## config.mk

```make
export PLATFORM = sky130hd
export DESIGN_NAME = collect_switch_seq
export DESIGN_NICKNAME = d
export VERILOG_FILES = /design/src/rtl/collect_switch_seq.sv
export SDC_FILE = /design/constraint.sdc
export NUM_CORES = 1
export LEC_CHECK = 0
export BUFFER_PORTS_ARGS = -buffer_cell sky130_fd_sc_hd__buf_2
export CAP_MARGIN = 10
export CORE_AREA = 2 2 85 87
export CTS_BUF_LIST = sky130_fd_sc_hd__clkbuf_2
export CTS_CLUSTER_SIZE = 28
export DETAILED_ROUTE_END_ITERATION = 16
export DIE_AREA = 0 0 87 89
export GPL_TIMING_DRIVEN = 0
export HOLD_SLACK_MARGIN = 0.05
export PLACE_DENSITY = 0.82
export SLEW_MARGIN = 20
export SYNTH_ARGS = -nofsm -noshare
export SYNTH_HDL_FRONTEND = slang
export SYNTH_SLANG_ARGS = --single-unit
```

## constraint.sdc

```tcl
create_clock -name clk -period 1.96 [get_ports clk]
set_clock_uncertainty 0.2 [all_clocks]
set_input_delay 0.392 -clock clk [delete_from_list [all_inputs] [get_ports clk]]
set_output_delay 0.392 -clock clk [all_outputs]
set_load 0.02 [all_outputs]
```

## src/rtl/collect_switch_seq.sv

```systemverilog
// 2-to-1 collect switch: merges a high and a low upstream lane onto one
// registered downstream lane with ready/valid handshakes on both sides.
module collect_switch_seq #(
  parameter int DATA_WIDTH = 32
) (
  input  logic                    clk,
  input  logic                    rst,
  input  logic [1:0]              i_valid,
  input  logic [2*DATA_WIDTH-1:0] i_data_bus,
  output logic                    o_ready,
  output logic                    o_valid,
  output logic [DATA_WIDTH-1:0]   o_data_bus,
  input  logic                    i_ready,
  input  logic                    i_en,
  input  logic [1:0]              i_cmd
);

  typedef enum logic {
    IDLE       = 1'b0,
    DRAIN_HIGH = 1'b1
  } state_t;

  localparam logic [1:0] CMD_LOW   = 2'b01;
  localparam logic [1:0] CMD_HIGH  = 2'b10;
  localparam logic [1:0] CMD_MERGE = 2'b11;

  state_t                state;
  logic [DATA_WIDTH-1:0] hold;
  logic                  slot_free;
  logic                  accept;
  logic [DATA_WIDTH-1:0] data_low;
  logic [DATA_WIDTH-1:0] data_high;

  assign data_low  = i_data_bus[DATA_WIDTH-1:0];
  assign data_high = i_data_bus[2*DATA_WIDTH-1:DATA_WIDTH];

  // The output slot can take a new word when it is empty or being consumed now.
  assign slot_free = !o_valid || i_ready;
  assign o_ready   = !rst && i_en && (state == IDLE) && slot_free;
  assign accept    = o_ready && (|i_valid);

  always_ff @(posedge clk) begin
    if (rst) begin
      state      <= IDLE;
      hold       <= '0;
      o_valid    <= 1'b0;
      o_data_bus <= '0;
    end else begin
      case (state)
        IDLE: begin
          if (accept) begin
            o_valid    <= 1'b0;
            o_data_bus <= '0;
            case (i_cmd)
              CMD_LOW: begin
                if (i_valid[0]) begin
                  o_valid    <= 1'b1;
                  o_data_bus <= data_low;
                end
              end
              CMD_HIGH: begin
                if (i_valid[1]) begin
                  o_valid    <= 1'b1;
                  o_data_bus <= data_high;
                end
              end
              CMD_MERGE: begin
                o_valid <= 1'b1;
                if (i_valid == 2'b11) begin
                  o_data_bus <= data_low;
                  hold       <= data_high;
                  state      <= DRAIN_HIGH;
                end else if (i_valid[0]) begin
                  o_data_bus <= data_low;
                end else begin
                  o_data_bus <= data_high;
                end
              end
              default: ;
            endcase
          end else if (i_ready && o_valid) begin
            o_valid    <= 1'b0;
            o_data_bus <= '0;
          end
        end
        DRAIN_HIGH: begin
          // With the switch disabled the held word waits, but a pending output
          // still finishes its downstream handshake.
          if (i_en && slot_free) begin
            o_valid    <= 1'b1;
            o_data_bus <= hold;
            hold       <= '0;
            state      <= IDLE;
          end else if (i_ready && o_valid) begin
            o_valid    <= 1'b0;
            o_data_bus <= '0;
          end
        end
        default: state <= IDLE;
      endcase
    end
  end

endmodule

```

Word level (Yosys, flattened, before mapping):

Index checks and enable logic that the tools add are counted.
W data, S select, Z words.

* register bits after elaboration: 66
* word-level logic and storage cells: 50

* eq/ne operators: 8
* multiplexer cells: 26
* bitwise logic cells: 1
* reduce and logical (&&, ||, !) cells: 11

Operators with widths (count)
* $mux W32: 11
* $pmux W32 S2: 2
* $pmux W32 S3: 1
* $mux W1: 9
* $eq A2 B2 Y1 const B: 3
* $logic_and A1 B1 Y1: 6
* $ne A2 B1 Y1 const B: 3
* $pmux W1 S2: 2
* $reduce_and A4 Y1: 1
* $pmux W1 S3: 1
* $eq A2 B1 Y1 const B: 1
* $logic_not A1 Y1: 2
* $ne A2 B2 Y1 const B: 1
* $reduce_or A2 Y1: 1
* $logic_or A1 B1 Y1: 1
* $not A1 Y1: 1

Longest topological paths before layout:

Gate-level depths: netlist (run 1).

* word-level depth: 7
* gate-level depth with buffers: 7
* mapped depth without buffers: 5

Worst setup path before layout (run 1):

OpenSTA, ideal clock, no wires.

* kind: input -> output
* start point: input port rst
* end point: output port o_ready
* arrival time: 1148 ps
* data required time: 1368 ps
* setup slack: 220 ps
* cell stages on the path: 5
* buffers on the path: 2
* cells stage by stage: buf_2 nor2_1 nand3_2 inv_2 buf_2

* cells in the longest elaborated chain, start to end: 4

Ends and longest elaborated chain
* from (decl): line 7 `input logic rst,`
* $logic_not A1 Y1: line 39 `assign o_ready = !rst && i_en && (state == IDLE) && slot_free;`
* $logic_and A1 B1 Y1 (3 in series): line 39
* to (decl): line 10 `output logic o_ready,`

No other way between the ends.

Final worst setup path (run 1):

* start point: register state
* end point: output port o_ready

* cells in the longest elaborated chain, start to end: 3

Ends and longest elaborated chain
* from (decl): line 27 `state_t state;`
* from (signal assigned): line 44 `state <= IDLE;`
* from (signal assigned): line 72 `state <= DRAIN_HIGH;`
* from (signal assigned): line 93 `state <= IDLE;`
* $not A1 Y1
* $logic_and A1 B1 Y1 (2 in series): line 39

No other way between the ends.

==> impl_metrics.ini, run 1 <==
[logic_synthesis]
synth_top_cell_area_share_pct = 37.6
ys_types = 24
async_reset_ff_share_pct = 0
synth-seq-cells = 66
avgSynthCellArea_um2 = 8.81
yosysSeqAreaShare_pct = 37.6
syn_inst = 399
synth-edff-count = 0
yosys-top-cells-count = dfxtp_1 (66), nand3_1 (65), a21oi_1 (33), a22oi_1 (33)
syn_area_um2 = 3520
synth_area_leader_cell = dfxtp_1
yosysMostFrequentCell = dfxtp_1
ys.warnings.count = 0
synth_top_flop_cell = dfxtp_1
syn_nets = 471
synth_area_leaders = dfxtp_1 (38%), o211ai_2 (11%), nand3_1 (9.2%)

[critical_path]
r2r_cells = 6
critical_path.slowest_cell = dfxtp_4
worstPathRequired_ps = 1370
critPathArrivalTime_ps = 1360
end_kind = output pin
crit_chain = nor2_4 -> nand3_4 -> inv_4 -> buf_6
worstPathMaxFanout = 3
cp-start-kind = flip-flop
slowest_delay_ps = 400
critPathKind = reg2out

[final_layout]
nNetsFinal = 655
drive_above_1_share_pct = 32.7
n_antenna_cell = 0
final_area_um2 = 5000
instances_no_fill = 668
syn_to_final_growth_pct = 42.1

[floorplanning]
core_area_um2 = 6720
die-area_um2 = 7740
die_h_um = 89
ios = 106
die_w_um = 87
rows = 30
start_util_pct = 52.3

[timing]
finalCriticalPeriod_ps = 1960
finalSetupViolations = 0
hold_viol_final = 0
rsz0062_at_grt = true
final_max_slew_viol_count = 0
fmax_mhz = 511
slew_headroom_pct = 63.7
tns_ps = 0
tightestPinTransition_ps = 544
hold_ws_ps = 135
fin_crit_sh_pct = 99.8

[global_routing]
grt_max_degree = 12
grtUsageTotal_pct = 32.0
grt_pass1_wl_um = 19500
antenna_found_initial = 0
grt_pass1_vias = 4068
overflow = 0

[clocking]
cts_tree = done
clk_pin_slew_ps = 200
clk_latency_ps = 530
clk_path_buf_depth = 2
cts.sinks = 66
htree_levels = 3
numCtsBuffers = 9
root_buffer = clkbuf_2

[min_path]
holdPathStages = 5
holdCritPathClass = in2reg

[flow_run]
drv_cap = 0

[place]
gp_congestion = 0.891
placed_area_um2 = 4130
placed_cells = 582
port_buffers = 103
hpwl_um = 7650

[pwr]
power.density_nw_per_um2 = 577
p_leak_nw = 2.00
p_total_mw = 2.88
ir_drop_mv = 0.331

[route]
vias = 4288
drt.antenna.violating_nets = 0
drt-pass1-iter-count = 6
wirelength_um = 12400
drc_errors = 0
wl_per_cell_um = 18.5
drtIter0Drc = 401
avgViaCountPerCell = 6.42

[outcome]
status = completed
## kinds of logic after synthesis
family / after synthesis / synth area share (%)
flops: 66 / 37.6
buf+inv: 54 / 7.19
compound gates: 166 / 37.7
simple gates: 113 / 17.5
## flip-flops by register name, summed over array words and instances, names as in the netlist
register    count
o_data_bus     32
state           1
hold           32
o_valid         1
## report_power, final
part           switching [mW]  internal (mW)
Clock                   0.522          0.407
Sequential             0.0224           1.37
Combinational           0.313          0.245
Total                   0.858           2.02
## final cells by class
type                            instances  area [um^2]
Sequential cell                        66         1330
Tap cell                               80          100
Timing Repair Buffer                  175         1220
Multi-Input combinational cell        279         1970
Clock buffer                            9         45.0
Inverter                                1         6.26
Buffer                                 51          246
Fill cell                             491         1720
Clock inverter                          7         83.8
## through the flow
step	setup slack (ps)	util (%)
after global placement	-182	61.5
after CTS	-62.8	74.5
after floorplan	220	-
after detailed placement	-197	61.5
after global routing	-41.2	74.4
final	3.80	74.4
## per-layer routing
layer / wire (um) / share of wire, % / global-route usage [%]
met5: 0 / 0 / 0
met4: 319 / 2.6 / 11.4
met3: 1110 / 9.0 / 6.19
met2: 6050 / 49 / 55.9
met1: 4900 / 40 / 39.4
## cells in the final DEF, fill, tap and decap left out, types with 2 or more instances in the layout
cell / netlist / final
buf_2: 22 / 122
nand3_1: 65 / 65
dlygate4sd3_1: 0 / 65
dfxtp_1: 66 / 64
a21oi_1: 33 / 33
a22oi_1: 33 / 33
and3_1: 32 / 32
a31oi_1: 32 / 32
o221ai_1: 32 / 32
o211ai_2: 31 / 31
clkbuf_1: 28 / 22
clkbuf_2: 0 / 15
buf_4: 0 / 7
nand2_1: 5 / 5
buf_6: 3 / 4
nand2b_1: 4 / 3
clkinv_1: 0 / 3
o211ai_1: 2 / 2
bufinv_16: 0 / 2
## worst paths after layout
kind	endpoint	startpoint	slack [ps]
worst max-delay path	o_ready	state	4
worst min-delay path	hold[15]	i_valid[0]	130
worst max register to register	o_data_bus[27]	o_valid	90
worst min register to register	hold[30]	hold[30]	280
## repair_timing
item                                    in CTS  in global routing
hold buffers                                65                  0
pin swaps                                    0                  2
buffers inserted                             6                  1
resized for setup                           15                 11
endpoints found under the hold margin       64                  0
endpoints found under the setup margin       1                 29
## worst max-delay path: cells and delay by family (launching register included)
family | cells | cell delay [ps]
buffers and inverters | 2 | 200
DFF | 1 | 400
and+or+nand+nor | 2 | 230
No activity file was read; power rests on OpenSTA's default activity.
==> inputs of run 2 (changes only) <==
- CELL_PAD_IN_SITES_DETAIL_PLACEMENT: default -> 1
- CELL_PAD_IN_SITES_GLOBAL_PLACEMENT: default -> 2
- CORE_AREA: 2 2 85 87 -> 2 2 104 131
- DIE_AREA: 0 0 87 89 -> 0 0 106 133
- PLACE_DENSITY: 0.82 -> 0.79
- clock period: 1.96 -> 1.57 ns (I/O delays scaled with it)
==> impl_metrics.ini, run 2 (synthesis gave the netlist of run 1 again) <==
[floorplanning]
ios = 106
core_area_um2 = 13000
die_w_um = 106
die_h_um = 133
rows = 47
die-area_um2 = 14100
start_util_pct = 27.1

[min_path]
holdCritPathClass = in2reg

[route]
drc_errors = 0
wl_per_cell_um = 22.7
avgViaCountPerCell = 5.66
drt.antenna.violating_nets = 0
wirelength_um = 18700
drt-pass1-iter-count = 4
drtIter0Drc = 287
vias = 4666

[global_routing]
overflow = 0
antenna_found_initial = 1
grt_pass1_vias = 4969
grt_pass1_wl_um = 27200
grtUsageTotal_pct = 24.8
grt_max_degree = 11

[clocking]
root_buffer = clkbuf_2
clk_pin_slew_ps = 190
clk_latency_ps = 570
htree_levels = 3
cts.sinks = 66
numCtsBuffers = 9
clk_path_buf_depth = 2
cts_tree = done

[final_layout]
final_cell_mix = buf_2 (71), dlygate4sd3_1 (67), buf_4 (56)
final_common_cell = buf_2
multiInputGateArea_um2 = 2560
drive_above_1_share_pct = 59.3
syn_to_final_growth_pct = 95.1
top_regs = hold x32, o_data_bus x32
nFillCells = 1428
regArea_um2 = 1370
nNetsFinal = 721

[timing]
final_max_slew_viol_count = 0
hold_ws_ps = 147
hold_viol_final = 0
fmax_mhz = 481
fin_crit_sh_pct = 132
fin_ws_ps = -510
tightestPinTransition_ps = 629
finalSetupViolations = 83
slew_headroom_pct = 58.1
finalCriticalPeriod_ps = 2080
rsz0062_at_grt = true

[place]
port_buffers = 103
gp_congestion = 0.803
hpwl_um = 10300
dpl_worst_slack_ps = -550

[critical_path]
critPathArrivalTime_ps = 1570
worstPathRequired_ps = 1060
cp-start-kind = flip-flop
worstPathMaxFanout = 2
critPathKind = reg2out
rrSetupSlack_ps = -510
end_kind = output pin

[outcome]
violations = negative setup slack
status = finished, violations left

[pwr]
p_leak_nw = 2.60
ir_drop_mv = 0.273
power.density_nw_per_um2 = 555

[flow_run]
drv_cap = 0
run 2: layer usage:
| layer | vias to the layer above | global-route usage (%) | part of all wire (%) |
|---|---|---|---|
| met5 | - | 0 | 0 |
| met3 | 31 | 4.33 | 5.0 |
| li1 | 2096 | - | - |
| met4 | 0 | 11.3 | 2.5 |
| met1 | 2338 | 29.3 | 40 |
| met2 | 201 | 43.7 | 52 |
run 2: layout make-up:
cell class	instances	share of cell area, %
clock buffers	9	0.656
repair buffers	242	31.5
multi-input cells	279	37.4
diodes	1	0.0365
flip-flops and latches	66	20.0
well taps	171	3.12
inverters	1	0.128
clock inverters	6	0.711
plain buffers	50	6.44
run 2: power by group:
| part | internal [mW] | switching (mW) | total, mW |
|---|---|---|---|
| sequential | 1.71 | 0.0306 | 1.74 |
| clock | 0.334 | 0.660 | 0.994 |
| combinational | 0.512 | 0.556 | 1.07 |
run 2: repair_timing:
| item | 4_1_cts | 5_1_grt |
|---|---|---|
| resized for setup | 207 | 121 |
| endpoints found under the setup margin | 97 | 92 |
| hold buffers | 67 | 0 |
| cloned | 11 | 0 |
| hold endpoints to repair | 64 | 0 |
| pin swaps | 41 | 51 |
| setup buffers | 50 | 20 |
run 2: metrics by stage:
step | setup TNS, ps | power (mW) | util, % | std cells | area, um^2
after detailed placement | -23890 | 2.36 | 33.0 | 673 | 4290
after global placement | -21080 | 2.34 | 33.0 | 673 | 4290
final | -20730 | 3.81 | 52.8 | 825 | 6860
after global routing | -23690 | 3.93 | 52.8 | 825 | 6860
after floorplan | -406 | 2.09 | - | 399 | 3560
after CTS | -18880 | 3.70 | 49.1 | 816 | 6380
run 2: final timing paths:
check                               from              to  cells after the start
worst max-delay path             o_valid         o_ready                      6
worst min-delay path             i_ready   o_data_bus[3]                      4
worst max register to register   o_valid  o_data_bus[27]                     10
worst min register to register  hold[20]        hold[20]                      2
run 2: critical path, stage by stage, from the launching register on:
cell and delay (ps):
dfxtp_2 380, nand2b_1 110, buf_6 130, nand3_4 100, inv_6 90, buf_8 100
buf_6 110
==> inputs of run 3 (changes only) <==
- PLACE_DENSITY: 0.79 -> default
- PLACE_DENSITY_LB_ADDON: default -> 0.1
==> impl_metrics.ini, run 3 (synthesis gave the netlist of run 1 again) <==
[outcome]
status = finished, violations left
violations = negative setup slack

[place]
gp_congestion = 0.803
placed_cells = 673
dpl_worst_slack_ps = -532
hpwl_um = 10500
port_buffers = 103
placed_area_um2 = 4290

[critical_path]
rrSetupSlack_ps = -350
slowest_delay_ps = 380
critical_path.slowest_cell = dfxtp_2
cp-start-kind = flip-flop
critical_path.most_common_cell = buf_6
critPathArrivalTime_ps = 1460
worstReg2RegEnd = o_data_bus[10]
critPathKind = reg2out
crit_chain = nand2b_1 -> buf_6 -> nand3_4 -> inv_6 -> buf_8 -> buf_6
worstPathMaxFanout = 2
critPathCapture = o_ready
worstPathRequired_ps = 1060
rr_startpoint = o_valid
crit_path_start = o_valid
r2r_cells = 8
end_kind = output pin

[route]
drt.antenna.violating_nets = 0
wl_per_cell_um = 20.7
avgViaCountPerCell = 5.42
drt-pass1-iter-count = 4
drtIter0Drc = 187
vias = 4373
drc_errors = 0
wirelength_um = 16700

[timing]
finalSetupViolations = 67
finalCriticalPeriod_ps = 1980
slew_headroom_pct = 56.0
fin_crit_sh_pct = 126
final_max_slew_viol_count = 0
hold_viol_final = 0
fin_ws_ps = -408
rsz0062_at_grt = true
hold_ws_ps = 99.1
tightestPinTransition_ps = 659
fmax_mhz = 505
tns_ps = -13370

[floorplanning]
ios = 106
rows = 47
core_area_um2 = 13000
die_w_um = 106
start_util_pct = 27.1
die-area_um2 = 14100
die_h_um = 133

[global_routing]
grt_pass1_vias = 4659
grtUsageTotal_pct = 23.6
overflow = 0
antenna_found_initial = 1
grt_max_degree = 11
grt_pass1_wl_um = 25600

[clocking]
numCtsBuffers = 9
root_buffer = clkbuf_2
cts.sinks = 66
clk_path_buf_depth = 2
htree_levels = 3
cts_tree = done
clk_latency_ps = 550
clk_pin_slew_ps = 190

[final_layout]
instances_no_fill = 807
top_regs = hold x32, o_data_bus x32
final_common_cell = buf_2
syn_to_final_growth_pct = 74.8
final_area_um2 = 6150
finalCoreUtilization_pct = 47.3
nNetsFinal = 702
drive_above_1_share_pct = 47.7
nFillCells = 1489
final_cell_mix = buf_2 (72), dlygate4sd3_1 (65), nand3_1 (64)

[min_path]
holdCritPathClass = in2reg

[pwr]
p_comb_share_pct = 25.5
p_leak_nw = 2.45
power_switching_mw = 1.17
p_clk_share_pct = 28.0
cell_internal_pwr_mw = 2.57
ir_drop_mv = 0.321
p_seq_share_pct = 46.5
p_total_mw = 3.74
swShare_pct = 31.3
power.density_nw_per_um2 = 609

[flow_run]
drv_cap = 0
==> run 3: cell types whose count changed in the layout (fill, tap and decap cells not counted), sizes merged <==
cell / before / now
dlygate4sd3: 67 / 65
clkinv: 5 / 3
buf: 200 / 176
clkbuf: 34 / 41
bufbuf: 0 / 3
==> run 3: critical path, delay by kind of cell, from the launching register on <==
family        cells  cell delay [ps]
simple gates      2              160
buf+inv           4              400
flops             1              380
==> run 3: worst min path at each step <==
| stage | from | endpoint | slack (ps) | cells after the start |
|---|---|---|---|---|
| 5_1_grt | i_valid[0] | hold[13] | 90 | 5 |
| 4_1_cts | i_valid[1] | hold[14] | 30 | 5 |
| 3_5_place_dp | hold[5] | hold[5] | 260 | 2 |
| 3_3_place_gp | hold[19] | hold[19] | 250 | 2 |
| 2_1_floorplan | hold[0] | hold[0] | 250 | 2 |
| 6_report | i_valid[1] | hold[13] | 100 | 5 |
==> run 3: layout make-up <==
cell class | count | area (um^2) | share of cell area, %
clock buffer | 12 | 60.1 | 0.977
sequential | 66 | 1370 | 22.3
antenna | 1 | 2.50 | 0.0407
clock inverter | 4 | 42.5 | 0.692
tap | 171 | 214 | 3.48
buffer | 53 | 425 | 6.92
timing repair buffer | 220 | 1930 | 31.4
inverter | 1 | 8.76 | 0.142
multi-input combinational | 279 | 2100 | 34.1
==> run 3: per-layer routing <==
layer | vias to the layer above | track usage, % | part of all wire (%)
li1 | 2056 | - | -
met1 | 2166 | 28.1 | 41
met2 | 124 | 42.9 | 53
met3 | 27 | 2.96 | 3.5
met4 | 0 | 9.06 | 2.9
met5 | - | 0 | 0
==> run 3: repair_timing <==
item	CTS	global route
pin swaps	33	2
setup buffers	38	8
hold endpoints to repair	64	0
endpoints found under the setup margin	97	99
hold buffers	65	0
gates resized for setup	159	30
gates cloned	6	0
==> run 3: power groups by stage <==
stage | Combinational (mW) | Sequential (mW) | Clock (mW)
5_1_grt | 1.02 | 1.75 | 1.13
3_5_place_dp | 0.587 | 1.78 | 0
2_1_floorplan | 0.279 | 1.81 | 0
6_report | 0.954 | 1.74 | 1.05
4_1_cts | 0.911 | 1.74 | 1.09
3_3_place_gp | 0.577 | 1.77 | 0
